[src/rtl/weight_sram_loader.sv]
// Write-side controller for the weight SRAM: turns a valid/ready word stream
// into sequential SRAM word writes, filling columns 0..COLS-1 of each row in turn.
module weight_sram_loader #(
    parameter int ROWS = 32,
    parameter int COLS = 72,
    parameter int DW   = 32,
    localparam int RW  = $clog2(ROWS),
    localparam int CW  = $clog2(COLS),
    localparam int NW  = RW + 1
) (
    input  logic          clk,
    input  logic          rst,
    input  logic          start,
    input  logic [RW-1:0] start_row,
    input  logic [NW-1:0] num_rows,
    input  logic          abort,
    input  logic          in_valid,
    input  logic [DW-1:0] in_data,
    output logic          in_ready,
    output logic          busy,
    output logic          done,
    output logic          err,
    output logic          sram_ceb,
    output logic          sram_web,
    output logic [RW-1:0] sram_A_row,
    output logic [CW-1:0] sram_A_col,
    output logic [DW-1:0] sram_D
);

    typedef enum logic [1:0] {IDLE, LOAD, DONE} state_t;

    state_t        state_q, state_d;
    logic [RW-1:0] row_q, row_d;
    logic [CW-1:0] col_q, col_d;
    logic [NW-1:0] left_q, left_d;
    logic          done_q, done_d;
    logic          err_q, err_d;
    logic          ceb_q, ceb_d;
    logic          web_q, web_d;
    logic [RW-1:0] arow_q, arow_d;
    logic [CW-1:0] acol_q, acol_d;
    logic [DW-1:0] data_q, data_d;

    logic hs, legal, start_ok, last_col, last_word;

    assign legal     = (num_rows != '0) && (num_rows <= NW'(ROWS));
    assign start_ok  = (state_q == IDLE) && start && legal;
    assign hs        = in_valid && in_ready;
    assign last_col  = (col_q == CW'(COLS - 1));
    assign last_word = last_col && (left_q == NW'(1));

    always_ff @(posedge clk or posedge rst) begin
        if (rst) state_q <= IDLE;
        else     state_q <= state_d;
    end

    always_comb begin
        state_d = state_q;
        case (state_q)
            IDLE: if (start_ok) state_d = LOAD;
            LOAD: begin
                if (abort)                 state_d = IDLE;
                else if (hs && last_word)  state_d = DONE;
            end
            DONE:    state_d = IDLE;
            default: state_d = IDLE;
        endcase
    end

    always_comb begin
        in_ready = (state_q == LOAD);
        busy     = (state_q != IDLE);
    end

    // A handshake coinciding with abort still writes its word; abort only blocks done.
    always_comb begin
        row_d  = row_q;
        col_d  = col_q;
        left_d = left_q;
        arow_d = arow_q;
        acol_d = acol_q;
        data_d = data_q;
        ceb_d  = ~hs;
        web_d  = ~hs;
        done_d = hs && last_word && !abort;
        err_d  = start && ((state_q != IDLE) || !legal);
        if (start_ok) begin
            row_d  = start_row;
            col_d  = '0;
            left_d = num_rows;
        end else if (hs) begin
            arow_d = row_q;
            acol_d = col_q;
            data_d = in_data;
            if (last_col) begin
                col_d  = '0;
                row_d  = (row_q == RW'(ROWS - 1)) ? '0 : row_q + RW'(1);
                left_d = left_q - NW'(1);
            end else begin
                col_d  = col_q + CW'(1);
            end
        end
    end

    always_ff @(posedge clk or posedge rst) begin
        if (rst) begin
            row_q  <= '0;
            col_q  <= '0;
            left_q <= '0;
            done_q <= 1'b0;
            err_q  <= 1'b0;
            ceb_q  <= 1'b1;
            web_q  <= 1'b1;
            arow_q <= '0;
            acol_q <= '0;
            data_q <= '0;
        end else begin
            row_q  <= row_d;
            col_q  <= col_d;
            left_q <= left_d;
            done_q <= done_d;
            err_q  <= err_d;
            ceb_q  <= ceb_d;
            web_q  <= web_d;
            arow_q <= arow_d;
            acol_q <= acol_d;
            data_q <= data_d;
        end
    end

    assign done       = done_q;
    assign err        = err_q;
    assign sram_ceb   = ceb_q;
    assign sram_web   = web_q;
    assign sram_A_row = arow_q;
    assign sram_A_col = acol_q;
    assign sram_D     = data_q;

endmodule

[config.mk]
export PLATFORM = sky130hd
export DESIGN_NAME = weight_sram_loader
export DESIGN_NICKNAME = d
export VERILOG_FILES = /design/src/rtl/weight_sram_loader.sv
export SDC_FILE = /design/constraint.sdc
export NUM_CORES = 1
export LEC_CHECK = 0
export ABC_AREA = 1
export CORE_ASPECT_RATIO = 2
export CORE_MARGIN = 5
export CORE_UTILIZATION = 34
export CTS_BUF_LIST = sky130_fd_sc_hd__clkbuf_8
export DETAILED_ROUTE_END_ITERATION = 12
export GPL_TIMING_DRIVEN = 0
export HOLD_SLACK_MARGIN = 0.1
export PLACE_DENSITY = 0.6
export SLEW_MARGIN = 20
export SYNTH_ARGS = -nofsm -noshare
export SYNTH_HDL_FRONTEND = slang
export SYNTH_SLANG_ARGS = --single-unit
[constraint.sdc]
create_clock -name clk -period 1.9 [get_ports clk]
set_input_delay 0.38 -clock clk [delete_from_list [all_inputs] [get_ports clk]]
set_output_delay 0.38 -clock clk [all_outputs]
set_load 0.05 [all_outputs]
==> results of run 1 <==
layout make-up:
cell class	instances	area share, %
inverters	28	2.527
flip-flops and latches	67	38.51
multi-input cells	259	27.74
clock buffers	10	3.159
clock inverters	5	0.5169
plain buffers	12	1.694
well taps	102	2.929
repair buffers	99	22.92
final timing paths:
path	cells after the start	startpoint	slack [ps]	endpoint
min	2	rst	420	sram_D[0]
max	1	sram_D[19]	40	sram_D[19]
min reg2reg	2	sram_A_col[1]	470	sram_A_col[1]
max in group asynchronous	4	rst	810	sram_D[29]
min in group clk	2	sram_A_col[1]	470	sram_A_col[1]
max reg2reg	8	col_q[1]	300	left_q[5]
cells by family (layout without fill, tap and decap cells):
group	after synthesis	count (layout)	share of synthesized area [%]
XOR/XNOR	4	4	1.142
AO/OA/AOI/OAI	21	21	3.876
flip-flops	67	67	54.71
AND/OR/NAND/NOR	229	229	32.35
buffers and inverters	40	154	5.875
adder cells (fa/ha/maj)	5	5	2.040
state kept, by name, indices dropped and copies added (netlist names):
register and count:
err 1, sram_D 32, col_q 7, row_q 5
sram_A_col 7, state_q 2, sram_A_row 5, sram_web 1
done 1, left_q 6
cells in the mapped netlist:
master and instances:
inv_2 2, o22ai_1 1, nand3_4 1, nor2_2 1
nor2_1 19, xor2_1 4, buf_4 2, inv_1 25
clkinv_2 1, o211ai_1 1, dfstp_2 1, dfrtp_1 66
nor2_4 2, buf_6 2, o21a_1 1, o21bai_1 1
nand4_1 14, nand3_2 1, nor2_8 1, nand2_1 163
nor3_1 2, a21oi_1 1, clkbuf_1 3, a21boi_0 2
ha_1 5, nand2_2 3, nand2_4 1, nand3_1 21
o21ai_0 14, buf_2 5
layer usage:
layer  global-route usage [%]  vias up  routed length [um]
met5                        0        -                   0
li1                         -     1374                   -
met3                    2.681       14                 363
met2                    27.29       62                4395
met4                    7.156        0                 174
met1                    13.89     1243                2844
per-stage QoR:
| step | TNS [ps] | cells |
|---|---|---|
| global route | 0 | 582 |
| CTS | -9.888 | 582 |
| detailed placement | -947.7 | 567 |
| floorplan | 0 | 366 |
| global placement | -6616 | 565 |
| finish | 0 | 582 |
power groups by stage:
| stage | registers, mW | clock network [mW] | logic, mW |
|---|---|---|---|
| floorplan | 2.74 | 0 | 0.515 |
| global placement | 1.94 | 0 | 2.05 |
| detailed placement | 1.95 | 0 | 2.08 |
| CTS | 1.92 | 1.04 | 1.97 |
| global route | 1.95 | 1.11 | 2.08 |
| finish | 1.91 | 0.989 | 1.93 |
repair_timing:
item	CTS	global route
hold buffers	0	0
endpoints found under the setup margin	35	12
gates resized for setup	35	13
==> results.md, run 1 <==
- Post-synthesis sequential area ratio: 54.71%
- Top post-synthesis cells by area: dfrtp_1, nand2_1, nand3_1, inv_1, nand4_1
- Ports: 98
- Critical path cell sequence: clkdlybuf4s50_1
- Worst setup margin: 41.47 ps
- Die extent in x: 77.16 um
- Die ar.: 0.01113 sq mm
- First-pass detailed-route iteration total: 4
- Largest net degree at the start of global routing: 26
- Largest area contributor in the netlist: dfrtp_1
- RSZ-0062 raised after global routing: no
- Max incr delay on CP: 800 ps
- # diodes: 0
- Clock power share: 20.5%
- Worst clock skew: 6.017 ps
- DP HPWL: 6076 um
- Grt ovf: 0
- Port-buffer cells: 97
- Library cells used by synthesis: 30
- Rows: 49
- Routability cong.: 0.8043
- CP required: 1520 ps
- Mean routed wirelength per cell: 13.36 um
- Relative slew slack: 64.50%
- Peak supply drop: 496.5 uV
- Nets: 529
- CTS H-tree depth: 3
- Final Instance Area: 0.004357 sq mm
- Status: complete, no violations
- Place WS: -127.1 ps
- Logic pwr share: 39.9%
- Commonest non-fill, non-tap cells in the layout: nand2_1, dfrtp_1, clkdlybuf4s50_1
- Tot Pwr: 4.833 mW
- Mapped Area: 0.003067 sq mm
- Die height: 144.3 um
- Crit-path slowest cell: clkdlybuf4s50_1
- Syn Inst Count: 366
- Post-DP Area: 0.004217 sq mm
- Drt total wl: 7778 um
- Area added between synthesis and finish: 42.06%
- Filler cells: 888
- Avg Cell Area, Syn: 8.379 sq um
- Delay-heaviest family, CP: buffers and inverters
- Vias: 2693
- Hold Fails Final Rpt: 0
- Switching Fraction: 42.03%
- Iter 0 DRT Violations: 70
- Initial antenna violation count: 0
- Share of layout cells above drive strength 1: 8.333%
- Synth warn: 0
- Buf/Inv on CP: 1
- Critical path peak fanout: 2
- Critical Path Sink Type: primary output
- Multi-input logic area: 0.001209 sq mm
- Max-slew violations: 0
- First-pass GRT wire length: 12500 um
- Root buffer cell: clkbuf_8
- Flops & latches, synth: 67
- TritonCTS clock tree: built
- Setup CP Type: flip-flop to primary output
- Critical Path AT: 1480 ps
- FF+latch area: 0.001678 sq mm
- Clock sinks: 67
- Period utilization: 97.82%
- Final Util: 49.01%
- Worst Hold Class: input port to async pin
- Global Route Usage Sum: 14.11%
- NetSw: 2.031 mW
- Seq pwr share: 39.6%
- Most common cell after layout, fill and taps aside: nand2_1
- CTS Buf Count: 9
- Maximum clock frequency: 0.5381 GHz
- Post CTS Setup Buffer Count: 0
- Starting Density: 34.50%
- Final Setup Violations: 0
- Routed Antenna Nets: 0
- Pwr dens: 1109 mW/mm^2
- Number of global-route vias before repair: 2710
- Mean number of vias per cell: 4.627
- Max cap viols: 0
- Worst-path clk slew: 70 ps
- Floorplan core area: 0.008890 sq mm
- Leakage power: 2.390 nW
- Clock buffer depth: 2
- Startpoint types: flip-flop
- Worst-Skew Late Latency: 340 ps
- Synth top area share: 53.86%
- WHS: 416.7 ps
- Cell-internal power: 2.802 mW
- Worst Tran Pin Value: 534.6 ps
- Crit path time final: 1859 ps
- Drt drc: 0
- Synth Net Count: 419
Power figures use the tool's default switching activity.
==> run 2: changes to the inputs <==
Settings changed: CAP_MARGIN set to 20.
==> results of run 2 <==
Same layout as run 1: the final DEF is identical, and so are final timing and power.
